## config.mk

```make
export PLATFORM = sky130hd
export DESIGN_NAME = comb_sweeper
export DESIGN_NICKNAME = d
export VERILOG_FILES = /design/src/rtl/comb_sweeper.sv
export SDC_FILE = /design/constraint.sdc
export NUM_CORES = 1
export LEC_CHECK = 0
export CAP_MARGIN = 10
export CORE_UTILIZATION = 50
export CTS_BUF_LIST = sky130_fd_sc_hd__clkbuf_16
export DETAILED_ROUTE_END_ITERATION = 6
export MAX_ROUTING_LAYER = met4
export PLACE_DENSITY = 0.86
export SYNTH_ARGS = -nofsm -noshare
export SYNTH_HDL_FRONTEND = slang
export SYNTH_SLANG_ARGS = --single-unit
```

## constraint.sdc

```tcl
create_clock -name wb_clk_i -period 4.48 [get_ports wb_clk_i]
set_input_delay 0.672 -clock wb_clk_i [delete_from_list [all_inputs] [get_ports wb_clk_i]]
set_output_delay 0.672 -clock wb_clk_i [all_outputs]
set_load 0.01 [all_outputs]
```

## src/rtl/comb_sweeper.sv

```systemverilog
// comb_sweeper: exhaustive input sweeper for one universal-gate path of comb.
// Drives every vector of the selected gate (u21, u31, u41, u22 or the u22
// output mux), folds each response into a 16-bit MISR and counts the
// response 1 bits, so the gates can be characterised on silicon without
// software stepping every vector.
//
// Optional feature: define COMB_SWEEPER_HOLD_EN to add a 'hold' input that
// freezes a sweep in progress (vector, drives, MISR and ones count) while
// keeping busy asserted. Without the macro the sweep never stalls.
module comb_sweeper #(
    parameter int SIG_W = 16,   // MISR taps are fixed at 16'h002D: 16 only
    parameter int CNT_W = 11    // >= 11 so 1024 u41 responses cannot overflow
) (
    input  logic             wb_clk_i,
    input  logic             wb_rst_i,
    input  logic             start,
`ifdef COMB_SWEEPER_HOLD_EN
    input  logic             hold,
`endif
    input  logic [2:0]       gate_sel,
    output logic [3:0]       u21_in,
    output logic [5:0]       u31_in,
    output logic [9:0]       u41_in,
    output logic [5:0]       u22_in,
    output logic             u22_sel,
    input  logic             u21_out,
    input  logic             u31_out,
    input  logic             u41_out,
    input  logic [1:0]       u22_out,
    input  logic             mux_out,
    output logic             busy,
    output logic             done,
    output logic             error,
    output logic [SIG_W-1:0] signature,
    output logic [CNT_W-1:0] ones_cnt
);

    localparam logic [SIG_W-1:0] MISR_POLY = SIG_W'(16'h002D);

    localparam logic [2:0] SEL_U21 = 3'd0;
    localparam logic [2:0] SEL_U31 = 3'd1;
    localparam logic [2:0] SEL_U41 = 3'd2;
    localparam logic [2:0] SEL_U22 = 3'd3;
    localparam logic [2:0] SEL_MUX = 3'd4;

    typedef enum logic [1:0] {
        S_IDLE = 2'd0,
        S_RUN  = 2'd1,
        S_DONE = 2'd2
    } state_t;

    state_t             state_q;
    state_t             state_d;

    logic [2:0]         sel_q;      // target latched at the accepted start
    logic [9:0]         vec_q;      // vector currently presented to comb
    logic [SIG_W-1:0]   sig_q;
    logic [CNT_W-1:0]   cnt_q;
    logic               error_q;

    logic               hold_w;
    logic               start_ok;
    logic               advance;
    logic               last_hit;
    logic [1:0]         resp;

    // Last vector index of the sweep for a target (2^W - 1).
    function automatic logic [9:0] last_vec(input logic [2:0] sel);
        logic [9:0] lv;
        case (sel)
            SEL_U21: lv = 10'h00F;
            SEL_U31: lv = 10'h03F;
            SEL_U41: lv = 10'h3FF;
            SEL_U22: lv = 10'h03F;
            SEL_MUX: lv = 10'h07F;
            default: lv = 10'h000;
        endcase
        return lv;
    endfunction

    function automatic logic sel_valid(input logic [2:0] sel);
        return (sel <= SEL_MUX);
    endfunction

    // One MISR step: shift, fold the feedback polynomial, inject response.
    function automatic logic [SIG_W-1:0] misr_step(input logic [SIG_W-1:0] sig,
                                                   input logic [1:0]       r);
        logic [SIG_W-1:0] nxt;
        nxt = {sig[SIG_W-2:0], 1'b0};
        if (sig[SIG_W-1]) begin
            nxt = nxt ^ MISR_POLY;
        end
        nxt = nxt ^ {{(SIG_W-2){1'b0}}, r};
        return nxt;
    endfunction

    // Number of set bits in a 2-bit response.
    function automatic logic [1:0] popcount2(input logic [1:0] r);
        return {r[1] & r[0], r[1] ^ r[0]};
    endfunction

`ifdef COMB_SWEEPER_HOLD_EN
    assign hold_w = hold;
`else
    assign hold_w = 1'b0;
`endif

    // A start is honoured only when no sweep is running.
    assign start_ok = start && (state_q != S_RUN);
    assign advance  = (state_q == S_RUN) && !hold_w;
    assign last_hit = (vec_q == last_vec(sel_q));

    // Select the response of the latched target; comb is purely combinational.
    always_comb begin
        resp = 2'b00;
        case (sel_q)
            SEL_U21: resp = {1'b0, u21_out};
            SEL_U31: resp = {1'b0, u31_out};
            SEL_U41: resp = {1'b0, u41_out};
            SEL_U22: resp = u22_out;
            SEL_MUX: resp = {1'b0, mux_out};
            default: resp = 2'b00;
        endcase
    end

    // State register.
    always_ff @(posedge wb_clk_i) begin
        if (wb_rst_i) begin
            state_q <= S_IDLE;
        end else begin
            state_q <= state_d;
        end
    end

    // Next-state logic: start from IDLE/DONE, finish on the last vector.
    always_comb begin
        state_d = state_q;
        case (state_q)
            S_IDLE, S_DONE: begin
                if (start) begin
                    state_d = sel_valid(gate_sel) ? S_RUN : S_DONE;
                end
            end
            S_RUN: begin
                if (advance && last_hit) begin
                    state_d = S_DONE;
                end
            end
            default: state_d = S_IDLE;
        endcase
    end

    // Sweep datapath: latch target on start, then step vector, MISR and count.
    always_ff @(posedge wb_clk_i) begin
        if (wb_rst_i) begin
            sel_q   <= 3'd0;
            vec_q   <= 10'd0;
            sig_q   <= '0;
            cnt_q   <= '0;
            error_q <= 1'b0;
        end else if (start_ok) begin
            sel_q   <= gate_sel;
            vec_q   <= 10'd0;
            sig_q   <= '0;
            cnt_q   <= '0;
            error_q <= !sel_valid(gate_sel);
        end else if (advance) begin
            sig_q <= misr_step(sig_q, resp);
            cnt_q <= cnt_q + {{(CNT_W-2){1'b0}}, popcount2(resp)};
            // Park the counter at 0 after the last vector; no second pass.
            if (last_hit) begin
                vec_q <= 10'd0;
            end else begin
                vec_q <= vec_q + 10'd1;
            end
        end
    end

    // Outputs: status from the state, vector routed to the selected bus only.
    always_comb begin
        busy    = (state_q == S_RUN);
        done    = (state_q == S_DONE);
        u21_in  = 4'd0;
        u31_in  = 6'd0;
        u41_in  = 10'd0;
        u22_in  = 6'd0;
        u22_sel = 1'b0;
        if (state_q == S_RUN) begin
            case (sel_q)
                SEL_U21: u21_in = vec_q[3:0];
                SEL_U31: u31_in = vec_q[5:0];
                SEL_U41: u41_in = vec_q;
                SEL_U22: u22_in = vec_q[5:0];
                SEL_MUX: begin
                    u22_in  = vec_q[5:0];
                    u22_sel = vec_q[6];
                end
                default: ;
            endcase
        end
    end

    assign error     = error_q;
    assign signature = sig_q;
    assign ones_cnt  = cnt_q;

endmodule

```

# --- After elaboration in Yosys (flattened, before gate mapping) ---
# Index checks and enable logic that the tools add are counted.
op_classes:
  n_bitwise: 4
  n_reduce_logical: 10
  muxes: 21
  shift: 0
  n_eq_ne: 10
  magnitude_cmp: 1
  multipliers: 0
  n_addsub: 2
  n_div: 0
op_table:
  columns: ["cell", "count"]
  rows:
  - ["16-bit two-way mux", 3]
  - ["10-bit case mux with 4 select lines", 1]
  - ["10-bit two-way mux", 3]
  - ["6-bit two-way mux", 5]
  - ["16-bit by 2-bit XOR with 16-bit output", 1]
  - ["11-bit by 2-bit adder with 11-bit output", 1]
  - ["10-bit by 1-bit adder with 10-bit output (second input constant)", 1]
  - ["10-bit equality test", 1]
  - ["2-bit case mux with 5 select lines", 1]
  - ["4-bit two-way mux", 2]
  - ["2-bit OR reduction", 4]
  - ["3-bit by 2-bit equality test with 1-bit output (second input constant)", 2]
  - ["2-bit two-way mux", 3]
  - ["2-bit by 1-bit inequality test with 1-bit output (second input constant)", 2]
  - ["4-bit NOT", 1]
  - ["2-bit case mux with 2 select lines", 1]
  - ["3-bit by 1-bit equality test with 1-bit output (second input constant)", 1]
  - ["3-bit equality test (second input constant)", 1]
  - ["3-bit <= comparator (second input constant)", 1]
  - ["3-bit logical NOT", 1]
  - ["2-bit by 1-bit equality test with 1-bit output (second input constant)", 1]
  - ["2-bit equality test (second input constant)", 1]
  - ["1-bit logical AND", 2]
  - ["2-bit logical NOT", 1]
  - ["other kinds (6)", 7]
word_totals:
  ram_bits: 0
  memories: 0
  output_inout_bits: 57
  ff_bits: 43
  in_bits: 12
  romBits: 0
  wordCells: 54
  latchBits: 0

# --- Depth between registers and ports, before layout ---
# Gate-level depths: netlist (run 1).
depth:
  word_depth: 7
  ltp_mapped: 11
  depth_no_buf: 10

# --- Least setup slack after synthesis (run 1) ---
# Ideal clock, no wire load.
synth_path:
  path_kind: "input-to-reg"
  from: "input port u22_out[0]"
  to: "register cnt_q[10], in the netlist ones_cnt[10]"
  arrival_ps: 3087
  n_path_buf: 0
  required_ps: 4409
  setup_slack_ps: 1322
  setup_ps: 71
  cell_stages: 10
  path_cell_list: "mux4_2 > mux2_2 > ha_1 > ha_1 > inv_1 > fa_1 > nor3b_1 > nand2_1 > or3_1 > a21oi_1"
synth_via:
  elab_chain_len: 3
  elab_cells_between_ends: 4
  classes_between: "add/sub: 1; mux: 1; bitwise: 2"
synth_lines:
  columns: ["element", "line", "source"]
  rows:
  - ["start: declaration", "29", "input logic [1:0] u22_out,"]
  - ["2-bit case mux with 5 select lines (*)", "116", "case (sel_q)"]
  - ["1-bit XOR or 1-bit bitwise AND (tied branches)", "99", "return {r[1] & r[0], r[1] ^ r[0]};"]
  - ["11-bit by 2-bit adder with 11-bit output (*)", "169", "cnt_q <= cnt_q + {{(CNT_W-2){1'b0}}, popcount2(resp)};"]
  - ["end signal: assignment", "169", null]
  - ["end: declaration", "58", "logic [CNT_W-1:0] cnt_q;"]
# Mark *: on every way between the ends. The rest lies on a longest branch, timed or not.
# A chain may end at the register's enable or synchronous reset.

# --- Worst setup path after layout (run 1) ---
# Same ends and word-level chain as after synthesis.

==> impl_metrics.py, run 1 <==
metrics = {
    "timing": {
        "setup_slack_ns": 0.884,
        "worst_pin_slew_ns": 0.538,
        "fin_crit_ns": 3.60,
        "skew_ns": 0.00418,
        "fin_tns_setup_ns": 0,
        "fin_crit_sh": 0.803,
        "drv_slew": 0,
        "fmax_ghz": 0.278,
        "maxSlewHeadroom": 0.641,
        "finalHoldViolations": 0,
        "rsz0062_at_grt": "false",
        "setup_viol": 0,
    },
    "floorplanning": {
        "ios": 69,
        "die_area_um2": 4760,
        "core_area_um2": 4320,
        "num_rows": 24,
        "die_h_um": 69.0,
        "chipWidth_um": 69.0,
        "initial_core_util": 0.519,
    },
    "global_routing": {
        "grt-ovfl-total": 0,
        "grt_pass1_vias": 2102,
        "grt_pass1_wl_mm": 9.76,
        "antenna_found_initial": 0,
        "track_usage": 0.256,
        "grt_max_degree": 36,
    },
    "final_layout": {
        "diodes": 0,
        "mostFrequentLayoutCell": "clkdlybuf4s50_1",
        "drive_gt1_frac": 0.0494,
        "layout_common_cells": "68 x clkdlybuf4s50_1, 49 x nand2_1, 43 x nor2_1, 43 x dfxtp_1, 22 x a21oi_1",
        "fillCellCount": 358,
        "areaGrowthSynthToFinish_pct": 37.5,
        "nNetsFinal": 361,
    },
    "clock_tree": {
        "root_buffer": "clkbuf_16",
        "insertion_delay_ns": 0.29,
        "cts.path.max_buffers": 2,
        "numCtsBuffers": 5,
        "cts_tree": "yes",
        "hold_buffers": 0,
        "htreeDepth": 2,
        "post_cts_resized": 0,
        "cts.sinks": 43,
        "cts.reportedPaths.clkPinSlew_ns": 0.06,
        "cts_setup_buffers": 0,
    },
    "logic_synthesis": {
        "synth-seq-area-share": 0.383,
        "syn_inst": 285,
        "yosys.cell_types.count": 42,
        "ys.flop_type": "dfxtp_1",
        "synth_top_area_cell": "dfxtp_1",
        "synth_area_leaders": "dfxtp_1 38%, nand2_1 8.2%, nor2_1 7.2%, a21oi_1 4.9%, xnor2_1 3.9%",
        "syn_avg_cell_area_um2": 7.88,
        "syn_area_um2": 2250,
        "synthesis.nets": 302,
        "yosys.area.top_type_share": 0.383,
        "async_reset_ff_frac": 0,
        "ys_ff_latch": 43,
        "synth_edf_count": 0,
        "yosysWarnings": 0,
    },
    "route": {
        "viasPerCell": 5.60,
        "firstDrtPassIters": 4,
        "drt_iter0_drc": 182,
        "drcViolationCount": 0,
        "antenna_left": 0,
        "vias": 2218,
        "routedWlPerCell_um": 14.5,
        "routed_wl_mm": 5.73,
    },
    "pwr": {
        "ir_worst_vdd_mv": 0.290,
        "p_leak_uw": 0.00101,
        "cellPowerDensity_nw_per_um2": 293,
    },
    "setup_path": {
        "cp-start-kind": "primary input",
        "critical_path_class": "primary input to flop",
        "cp.arrival_ns": 3.81,
        "worst_setup_path_end_kind": "flop",
        "r2r_start": "sel_q[0]",
        "crit_required_ns": 4.70,
        "worstSetupStartpoint": "u22_out[0]",
        "path_max_fanout": 4,
    },
    "placed_design": {
        "hpwlAfterDp_mm": 3.87,
        "io_buffers": 68,
        "place.gp.congestion": 0.849,
        "pre_cts_ws_ns": 0.648,
    },
    "min_path": {
        "hp-start": "signature[14]",
        "min_path_type": "flop to flop",
    },
    "outcome": {
        "status": "finished, final reports clean",
    },
    "flow_run": {
        "drv_cap": 0,
    },
}
## sequential cells by signal, summed over array words and instances, names as in the netlist
register / flops
vec_q: 10
ones_cnt: 11
signature: 16
error: 1
sel_q: 3
state_q: 2
## final timing paths
kind | cells after the start | end | slack [ns]
worst max-delay path | 11 | ones_cnt[10] | 0.88
worst min-delay path | 2 | signature[15] | 0.47
worst max register to register | 10 | ones_cnt[10] | 0.95
worst min register to register | 2 | signature[15] | 0.47
## worst max-delay path, cell delays in order
cell	delay, ns
clkdlybuf4s50_1	0.40
mux4_2	0.46
mux2_2	0.31
ha_1	0.28
ha_1	0.16
inv_1	0.06
fa_1	0.38
nor3b_1	0.48
nand2_1	0.13
or3_1	0.32
a21oi_1	0.14
## stage by stage
step	hold WS, ns	cell area [um2]	utilization	power, uW	cells
final	0.467	3090	0.714	906	396
after global routing	0.476	3090	0.714	938	396
after CTS	0.469	3090	0.714	909	396
after detailed placement	0.460	2930	0.678	509	389
after global placement	0.448	2930	0.678	506	389
after floorplan	0.481	2250	-	476	285
## power breakdown
group / total [uW] / internal [uW] / switching, uW
clock: 404 / 258 / 146
sequential: 402 / 390 / 12.3
combinational: 99.9 / 44.2 / 55.7
## routing by layer
layer  part of all wire  GRT usage  wire (um)  vias to the layer above
met4              0.016     0.0794         91                        0
met1               0.41      0.305       2370                     1040
met3              0.049     0.0497        282                       11
li1                   -          -          -                     1089
met2               0.52      0.436       2980                       78
met5                  0          -          0                        -
## cell families after synthesis
logic type	after synthesis	share of synthesized area
adder cells (fa/ha/maj)	5	0.0312
buffers and inverters	24	0.0457
AND/OR/NAND/NOR	145	0.303
multiplexers	4	0.0240
XOR/XNOR	18	0.0702
flip-flops	43	0.383
AO/OA/AOI/OAI	46	0.143
## area by class of cell
cell class | count | area, um2 | share of cell area
multi-input combinational | 218 | 1280 | 0.415
clock buffer | 5 | 125 | 0.0405
tap | 52 | 65.1 | 0.0211
sequential | 43 | 861 | 0.279
timing repair buffer | 71 | 703 | 0.228
clock inverter | 2 | 33.8 | 0.0109
inverter | 5 | 18.8 | 0.00608
## Yosys cell counts, types with 2 or more instances
master / count
nand4_1: 5
nand2b_1: 3
nor2_1: 43
o21ai_0: 6
a211oi_1: 5
nand3_1: 10
and3_1: 5
buf_2: 4
nor2b_1: 4
nor4_1: 3
ha_1: 4
xnor2_1: 10
or3_1: 4
inv_1: 5
a21oi_1: 22
o22ai_1: 2
clkbuf_1: 13
nor3_1: 12
dfxtp_1: 43
xor2_1: 8
mux2i_1: 2
nor3b_1: 3
nand2_1: 49
a2111oi_4: 2
Note: power is estimated with default switching activity, not from simulation.
==> run 2: changes to the inputs <==
- CORE_UTILIZATION: 50 -> 42
- PLACE_DENSITY: 0.86 -> 0.77
- clock period: 4.48 -> 3 ns (I/O delays scaled with it)
==> run 2 against run 1 <==
Final cell count grew 6.6%. Utilization shrank 9.2 points. Die area grew 18%. Power grew 41%. Clock power grew 28%. Critical endpoint unchanged. Largest cell class unchanged. Highest routed layer unchanged.
==> impl_metrics.py, run 2 (synthesized netlist as in run 1, its figures left out) <==
metrics = {
    "setup_path": {
        "cp.arrival_ns": 3.06,
        "worst_setup_path_end_kind": "flop",
        "crit_required_ns": 3.21,
        "regToRegSetupSlack_ns": 0.15,
        "path_max_fanout": 2,
        "cp-start-kind": "flop",
        "critical_path_class": "flop to flop",
    },
    "timing": {
        "drv_slew": 0,
        "finalHoldViolations": 0,
        "fin_crit_sh": 0.950,
        "maxSlewHeadroom": 0.643,
        "setup_viol": 0,
        "worst_pin_slew_ns": 0.532,
        "setup_slack_ns": 0.149,
        "hold_slack_ns": 0.466,
        "fin_tns_setup_ns": 0,
        "rsz0062_at_grt": "false",
        "skew_ns": 0.00208,
        "fmax_ghz": 0.351,
        "fin_crit_ns": 2.85,
    },
    "floorplanning": {
        "die_area_um2": 5640,
        "core_area_um2": 5140,
        "initial_core_util": 0.437,
        "num_rows": 26,
        "die_h_um": 75.1,
        "chipWidth_um": 75.1,
        "ios": 69,
    },
    "route": {
        "routedWlPerCell_um": 13.0,
        "drcViolationCount": 0,
        "antenna_left": 0,
        "vias": 2189,
        "drt_iter0_drc": 156,
        "firstDrtPassIters": 4,
        "viasPerCell": 5.19,
        "routed_wl_mm": 5.48,
    },
    "min_path": {
        "min_path_type": "flop to flop",
    },
    "placed_design": {
        "hpwlAfterDp_mm": 3.80,
        "io_buffers": 68,
        "pre_cts_ws_ns": -0.400,
        "place.gp.congestion": 0.831,
    },
    "final_layout": {
        "drive_gt1_frac": 0.0852,
        "utilization": 0.622,
        "nNetsFinal": 368,
        "layout_common_cells": "64 x clkdlybuf4s50_1, 49 x nand2_1, 43 x nor2_1, 43 x dfxtp_1, 22 x a21oi_1",
        "areaGrowthSynthToFinish_pct": 42.5,
        "mostFrequentLayoutCell": "clkdlybuf4s50_1",
        "largest_register_ffs": 16,
        "diodes": 0,
    },
    "global_routing": {
        "grt_pass1_vias": 1922,
        "grt_max_degree": 36,
        "grt_pass1_wl_mm": 8.77,
        "track_usage": 0.210,
        "grt-ovfl-total": 0,
        "antenna_found_initial": 0,
    },
    "clock_tree": {
        "cts_tree": "yes",
        "cts.sinks": 43,
        "hold_buffers": 0,
        "numCtsBuffers": 5,
        "root_buffer": "clkbuf_16",
        "cts.reportedPaths.clkPinSlew_ns": 0.06,
        "htreeDepth": 2,
        "insertion_delay_ns": 0.28,
        "cts.path.max_buffers": 2,
    },
    "pwr": {
        "ir_worst_vdd_mv": 0.252,
        "p_leak_uw": 0.00110,
        "cellPowerDensity_nw_per_um2": 400,
        "finalPower_uw": 1280,
    },
    "outcome": {
        "status": "finished, final reports clean",
    },
    "flow_run": {
        "drv_cap": 0,
    },
}
[run 2: cell count changes in the layout (fill, tap and decap cells not counted), moves of 2 or more]
cell             before  now
ha_1                  4    2
ha_4                  0    2
dlymetal6s2s_1        0    4
clkdlybuf4s50_1      68   64
buf_4                 3   10
[run 2: per-stage QoR]
stage,std cells,area (um2)
after floorplan,285,2250
after global placement,413,3000
after detailed placement,413,3000
after CTS,422,3160
after global routing,422,3200
final,422,3200
[run 2: worst paths after layout]
check,from,to,cells past startpoint
hold reg to reg,error,error,2
setup reg to reg,sel_q[0],ones_cnt[10],10
setup / recovery,sel_q[0],ones_cnt[10],10
hold / removal,error,error,2
[run 2: worst max-delay path, stage by stage (launching register included)]
cell     delay [ns]
dfxtp_1        0.35
mux4_2         0.49
mux2_4         0.31
ha_4           0.28
ha_4           0.12
inv_2          0.04
fa_2           0.38
nor3b_4        0.22
nand2_1        0.10
or3_1          0.37
a21oi_1        0.12
[run 2: per-layer routing]
| layer | share of wire | wire [um] | track usage | up-vias |
|---|---|---|---|---|
| met3 | 0.043 | 233 | 0.0335 | 6 |
| li1 | - | - | - | 1107 |
| met5 | 0 | 0 | - | - |
| met1 | 0.46 | 2520 | 0.264 | 1016 |
| met2 | 0.49 | 2670 | 0.340 | 60 |
| met4 | 0.010 | 56 | 0.0734 | 0 |
[run 2: where the power goes]
| group | total (uW) | internal [uW] | switching (uW) |
|---|---|---|---|
| sequential | 592 | 582 | 10.7 |
| combinational | 170 | 75.8 | 94.6 |
| clock | 518 | 304 | 214 |
[run 2: cell type report]
class | instances | area [um2]
timing repair buffer | 78 | 766
sequential | 43 | 861
clock buffer | 5 | 125
clock inverter | 3 | 16.3
tap | 70 | 87.6
inverter | 5 | 18.8
fill | 469 | 1940
multi-input combinational | 218 | 1330
[run 2: what timing repair did]
action	CTS	global route
endpoints found under the hold margin	0	0
endpoints found under the setup margin	4	4
setup buffers	1	0
pin swaps	2	6
cloned	0	0
resized for setup	3	10
